[src/rtl/rx_regfile_dump.sv]
// Parametrised register file with N combinational read ports, one write port and a
// valid/ready dump engine. Define RF_BYPASS_EN for same-cycle write-to-read forwarding.
module rx_regfile_dump #(
    parameter int unsigned NUM_REGS = 32,
    parameter int unsigned DATA_W   = 32,
    parameter int unsigned NUM_RD   = 2,
    parameter int unsigned ZERO_R0  = 1,
    parameter int unsigned ADDR_W   = $clog2(NUM_REGS)
) (
    input  logic                     clk,
    input  logic                     reset,
    input  logic [NUM_RD*ADDR_W-1:0] rd_addr,
    output logic [NUM_RD*DATA_W-1:0] rd_data,
    input  logic                     wr_en,
    input  logic [ADDR_W-1:0]        wr_addr,
    input  logic [DATA_W-1:0]        wr_data,
    input  logic                     dump_start,
    output logic                     dump_valid,
    input  logic                     dump_ready,
    output logic [ADDR_W-1:0]        dump_idx,
    output logic [DATA_W-1:0]        dump_data,
    output logic                     dump_busy,
    output logic                     dump_done
);

    typedef enum logic [1:0] {
        S_IDLE,
        S_STREAM,
        S_DONE
    } state_e;

    localparam logic [ADDR_W-1:0] LAST_IDX = ADDR_W'(NUM_REGS - 1);

    logic [DATA_W-1:0] regs_q [NUM_REGS];
    logic              wr_fire;
    state_e            state_q, state_d;
    logic [ADDR_W-1:0] idx_q, idx_d;
    logic [DATA_W-1:0] dump_val;

    // Writes to a hardwired-zero r0 are dropped here, so forwarding never sees them either.
    assign wr_fire = wr_en && !(ZERO_R0 != 0 && wr_addr == '0);

    always_ff @(posedge clk or posedge reset) begin
        if (reset) begin
            for (int unsigned i = 0; i < NUM_REGS; i++) begin
                regs_q[i] <= '0;
            end
        end else if (wr_fire) begin
            regs_q[wr_addr] <= wr_data;
        end
    end

    for (genvar k = 0; k < NUM_RD; k++) begin : g_rd
        logic [ADDR_W-1:0] addr;
        logic [DATA_W-1:0] val;

        assign addr = rd_addr[k*ADDR_W +: ADDR_W];

        always_comb begin
            val = regs_q[addr];
`ifdef RF_BYPASS_EN
            if (wr_fire && addr == wr_addr) begin
                val = wr_data;
            end
`endif
            if (ZERO_R0 != 0 && addr == '0) begin
                val = '0;
            end
        end

        assign rd_data[k*DATA_W +: DATA_W] = val;
    end

    always_comb begin
        dump_val = regs_q[idx_q];
`ifdef RF_BYPASS_EN
        if (wr_fire && idx_q == wr_addr) begin
            dump_val = wr_data;
        end
`endif
        if (ZERO_R0 != 0 && idx_q == '0) begin
            dump_val = '0;
        end
    end

    always_ff @(posedge clk or posedge reset) begin
        if (reset) begin
            state_q <= S_IDLE;
            idx_q   <= '0;
        end else begin
            state_q <= state_d;
            idx_q   <= idx_d;
        end
    end

    always_comb begin
        state_d = state_q;
        idx_d   = idx_q;
        case (state_q)
            S_IDLE: begin
                if (dump_start) begin
                    state_d = S_STREAM;
                    idx_d   = '0;
                end
            end
            S_STREAM: begin
                if (dump_ready) begin
                    if (idx_q == LAST_IDX) begin
                        state_d = S_DONE;
                    end else begin
                        idx_d = idx_q + ADDR_W'(1);
                    end
                end
            end
            S_DONE:  state_d = S_IDLE;
            default: state_d = S_IDLE;
        endcase
    end

    // Index and data are masked outside STREAM so idle outputs read as zero.
    always_comb begin
        dump_valid = 1'b0;
        dump_busy  = 1'b0;
        dump_done  = 1'b0;
        dump_idx   = '0;
        dump_data  = '0;
        case (state_q)
            S_STREAM: begin
                dump_valid = 1'b1;
                dump_busy  = 1'b1;
                dump_idx   = idx_q;
                dump_data  = dump_val;
            end
            S_DONE:  dump_done = 1'b1;
            default: ;
        endcase
    end

endmodule

[config.mk]
export PLATFORM = sky130hd
export DESIGN_NAME = rx_regfile_dump
export DESIGN_NICKNAME = d
export VERILOG_FILES = /design/src/rtl/rx_regfile_dump.sv
export SDC_FILE = /design/constraint.sdc
export NUM_CORES = 2
export LEC_CHECK = 0
export CORE_MARGIN = 2
export CORE_UTILIZATION = 50
export DETAILED_ROUTE_END_ITERATION = 8
export DONT_BUFFER_PORTS = 1
export GPL_TIMING_DRIVEN = 1
export HOLD_SLACK_MARGIN = 0.06
export PLACE_DENSITY_LB_ADDON = 0.15
export SYNTH_ARGS = -nofsm -noshare
export SYNTH_HDL_FRONTEND = slang
export SYNTH_SLANG_ARGS = --single-unit
[constraint.sdc]
create_clock -name clk -period 72.6 [get_ports clk]
set_input_delay 21.78 -clock clk [delete_from_list [all_inputs] [get_ports clk]]
set_output_delay 21.78 -clock clk [all_outputs]
set_load 0.01 [all_outputs]
=== After elaboration in Yosys (flattened, before gate mapping) ===
Cells that the tools add are included.

* Bits of input ports: 52
* Register bits: 1,031
* Logic and storage cells: 89
* Output and inout bits: 104

* Reduce and logical (&&, ||, !) cells: 11
* Order comparisons: 5
* Eq/ne operators: 7
* Multiplexer cells: 27
* Add/subtract/negate cells: 1
* Bitwise operators: 4

{| class="wikitable"
|+ Operators with widths
! cell !! number
|-
| $bwmux W1024 || 1
|-
| $bmux W32 S5 || 3
|-
| $mux W32 || 11
|-
| $demux W32 S5 || 1
|-
| $ge A6 B6 Y1 const B || 4
|-
| $not A5 Y6 || 4
|-
| $logic_not A5 Y1 || 4
|-
| $mux W5 || 4
|-
| $pmux W5 S2 || 1
|-
| $ne A2 B2 Y1 const B || 4
|-
| $lt A6 B1 Y1 const B || 1
|-
| $mux W2 || 3
|-
| $add A5 B1 Y5 const B || 1
|-
| $eq A5 B5 Y1 const B || 1
|-
| $pmux W2 S2 || 1
|-
| $reduce_and A4 Y1 || 1
|-
| $reduce_and A3 Y1 || 1
|-
| $eq A2 B1 Y1 const B || 1
|-
| $eq A2 B2 Y1 const B || 1
|-
| $logic_and A1 B1 Y1 || 2
|-
| $logic_not A2 Y1 || 1
|-
| $mux W1 || 2
|-
| $reduce_bool A2 Y1 || 1
|-
| $logic_not A1 Y1 || 1
|}

=== Logic depth before layout (Yosys ltp) ===
* Depth in word-level cells: 6
* Depth in mapped cells: 11
* Gate-level depth less buffers: 7

=== Least setup slack after synthesis ===
Ideal clock, no wire load.

* Kind: input-to-output
* Start: in rd_addr[6]
* End: out rd_data[49]
* Slack: 27.282 ns
* Cell stages on the path: 8
* Data arrival time: 23.538 ns
* Buffers on the path: 5
* Required time: 50.820 ns
* Cells stage by stage: buf_2 -> buf_6 -> buf_4 -> buf_4 -> buf_2 -> mux4_2 -> a211oi_1 -> a2111oi_0

* Longest elaborated chain between the ends: 5
* Elaborated cells between the ends (all ways): 6
* Classes of those cells: mux (4); bitwise (1); reduce/logical (1)

{| class="wikitable"
|+ Ends and longest elaborated chain
! element !! line !! source
|-
| start: declaration || 12 || <nowiki>input logic [NUM_RD*ADDR_W-1:0] rd_addr,</nowiki>
|-
| $not A5 Y6 (implied by the code) || 60 || <nowiki>val = regs_q[addr];</nowiki>
|-
| $bmux W32 S5 || 60 ||
|-
| $mux W32 (implied by the code) (2 in series) || 60 ||
|-
| $mux W32 * || 66 || <nowiki>if (ZERO_R0 != 0 && addr == '0) begin</nowiki>
|-
| end: declaration || 13 || <nowiki>output logic [NUM_RD*DATA_W-1:0] rd_data,</nowiki>
|}

Mark *: on every way between the ends. The rest lies on a longest branch, timed or not. The select of a mux whose other input is x is not followed.

=== Final worst setup path ===
* Start: in rd_addr[1]
* End: out rd_data[22]

The elaborated chain is that of the path after synthesis.

==> metrics.md <==
| Metric | Value |
|---|---|
| Status | `complete, but fails checks` |
| Failing checks | `max-slew violations` |
| All-Layer GR Usage | `35.0%` |
| Post-DR wirelength/cell | `slightly below 40 µm` |
| Area of the mapped netlist | `between 60000 and 70000 µm²` |
| Clk_lat worst skew | `about 0.73 ns` |
| First-pass GRT wire length | `320 mm` |
| Initial core utilization | `50.5%` |
| Gr ovfl total | `0` |
| LEAKAGE | `0.0279 µW` |
| Core Area | `roughly 120000 µm²` |
| Crit path largest cell delay | `around 0.96 ns` |
| Post-synthesis register bit count | `1031` |
| CP required | `~51 ns` |
| Total number of vias | `between 40000 and 50000` |
| Final worst slack | `between 20 and 30 ns` |
| Post-Route WL | `222 mm` |
| Vias in the first global route | `41700` |
| DR pass1 iterations | `6` |
| Largest net degree at the start of global routing | `350` |
| Die width | `358 µm` |
| Post-DRT Antenna Nets | `0` |
| Area contributors post-synth | `dfrtp_1 41%, mux4_2 23%, mux2_2 19%` |
| Critical path's slowest cell | `nor3_1` |
| Syn_nets | `roughly 4300` |
| Detailed placement HPWL | `~120 mm` |
| Syn avg cell area | `approximately 15 µm²` |
| Die footprint | `128000 µm²` |
| Gp weighted congestion | `0.823` |
| Biggest area consumer among synthesized cells | `dfrtp_1` |
| Dpl cells | `5483` |
| CP Max Fanout | `between 300 and 400` |
| Cell with the most instances after synthesis | `mux2_2` |
| Final Hold Viols | `0` |
| Flop2flop setup slack | `69.90 ns` |
| MaxCap Viol Count | `0` |
| Crit path cell chain | `mux4_2 -> mux4_2 -> o22ai_1 -> nor3_1` |
| Clock Sinks | `approximately 1000` |
| Final Non-Filler Cells | `around 5700` |
| Post-synth EDFFs | `0` |
| Max Fclk | `21.3 MHz` |
| DR iter-0 viols | `5299` |
| Final period utilization | `64.6%` |
| Yosys warns | `0` |
| Pre-CTS WS | `approximately 27 ns` |
| FP Rows | `129` |
| Synth top area share | `41.3%` |
| IO Pins | `156` |
| Asr flop ratio synth | `100%` |
| CTS hold repair buffers | `0` |
| Relative slew slack | `-67.2%` |
| Hold EP | `regs_q[1000]$_DFFE_PP0P_` |
| Worst EP arrival | `25.14 ns` |
| Pwr dens | `30.6 nW/µm²` |
| Layout area overhead | `7.69%` |
| Post CTS Setup Buffer Count | `0` |
| Post_cts resized | `0` |
| Worst Setup Start Kind | `input pin` |
| Post-synth top cells | `1068 x mux2_2, 1031 x dfrtp_1, 639 x mux4_2, 335 x mux2i_1, 286 x clkbuf_1` |
| Worst Clk Skew | `0.000812 ns` |
| Peak VDD IR | `0.0297 mV` |
| DR vias/cell | `7.45` |
| Number of cells on the worst hold path | `0` |
| Worst R2R End | `idx_q[0]$_DFFE_PP0P_` |
| Layout Utilization | `54.3%` |
| H-tree depth | `3` |
| Top_reg_cell synth | `dfrtp_1` |
| Clk pin slew, worst setup/hold paths | `0.06 ns` |
| CTS Buffer Depth | `3` |
| Final total power | `2060 µW` |
| Setup-failing EPs final | `0` |
| Cts bufs inserted | `roughly 120` |
| RSZ-0062 raised after global routing | `false` |
| Worst hold start | `regs_q[1000]$_DFFE_PP0P_` |
| Final TNS setup | `0 ns` |
| Least-Margin Pin Slew | `between 2 and 3 ns` |
| Hold crit path type | `reg -> reg` |
| Initial antenna violation count | `2` |
| WS Path Type | `in -> out` |
| Count of different cell masters after synthesis | `44` |
| DRC Markers | `0` |
| Die Y | `358 µm` |
| RR Startpoint | `idx_q[1]$_DFFE_PP0P_` |
| Slew Viols, Final | `199` |
| Proportion of layout cells with a drive suffix above 1 | `50.5%` |
| Sequential element share of the synthesized area | `41.3%` |
| Most numerous cell on the critical path | `mux4_2` |
| Fin nets | `4018` |
| Fin crit period | `46.92 ns` |
| Port Buf Inserts | `0` |
| Setup crit end kind | `output pin` |
| Ant diodes | `0` |
| TritonCTS clock tree | `done` |
| Cell count after synthesis | `roughly 4300` |
| Worst reg2reg path depth | `8` |
| Clk root buf | `clkbuf_16` |
layout make-up:
type / instances / area, µm²
inverters: 9 / 41.3
fillers: 10200 / 56600
well taps: 1637 / 2050
clock inverters: 38 / 552
flip-flops and latches: 1031 / 25800
clock buffers: 167 / 3410
multi-input cells: 2718 / 34800
repair buffers: 88 / 711
worst max path at each step:
stage               start              endpoint  cells after the start
2_1_floorplan       reset  idx_q[0]$_DFFE_PP0P_                      1
3_3_place_gp   rd_addr[3]           rd_data[16]                      5
3_5_place_dp   rd_addr[3]            rd_data[1]                      4
4_1_cts        rd_addr[3]            rd_data[1]                      4
5_1_grt        rd_addr[1]           rd_data[15]                      4
6_report       rd_addr[1]           rd_data[22]                      4
state kept, by name, summed over array words and instances (netlist names):
| signal | cells |
|---|---|
| regs_q | 1024 |
| state_q | 2 |
| idx_q | 5 |
worst max-delay path, delay by kind of cell:
family / cells / cell delay [ns]
mux: 2 / 1.24
simple gates: 1 / 0.96
compound gates: 1 / 0.11
routing by layer:
layer  vias up  wire length [µm]  track usage [%]
li1      16400                 -                -
met3       497             25200             10.9
met4         2              9470             13.9
met5         -                13                0
met2      2446             97400             50.5
met1     23000             90300             49.5
cells in the final DEF, fill, tap and decap left out, types with 8 or more instances in the layout:
cell	count
mux2_2	1068
dfrtp_1	1027
mux4_2	639
mux2i_1	335
a22oi_1	124
clkbuf_16	119
buf_4	84
a211oi_1	74
a21oi_1	68
o22ai_1	64
nor2b_1	49
a22o_1	47
a2111oi_0	31
o221ai_1	31
clkbuf_8	25
clkbuf_1	23
nor2_4	20
clkinv_2	20
nor3_1	17
nand2_4	16
nor4_1	15
a31oi_1	14
bufinv_16	14
nor2_1	10
a2111oi_1	9
nand3b_1	8
per-stage QoR:
| step | hold WS [ns] | cell area [µm²] |
|---|---|---|
| 6_report | 0.396 | 67400 |
| 5_1_grt | 0.404 | 67400 |
| 4_1_cts | 0.399 | 67400 |
| 3_5_place_dp | 0.383 | 63400 |
| 3_3_place_gp | 0.382 | 63400 |
| 2_1_floorplan | 0.441 | 62500 |
cell families after synthesis:
family          synth area share, %
compound gates                 5.65
fa+ha+maj                    0.0600
mux                            47.6
buf+inv                        3.77
xor+xnor                     0.0140
simple gates                   1.62
flops                          41.3
power by group:
part           switching (µW)  internal [µW]
Combinational             282            346
Clock                     251            372
Sequential                126            685
Total                     659           1400
Note: power is estimated with default switching activity, not from simulation.
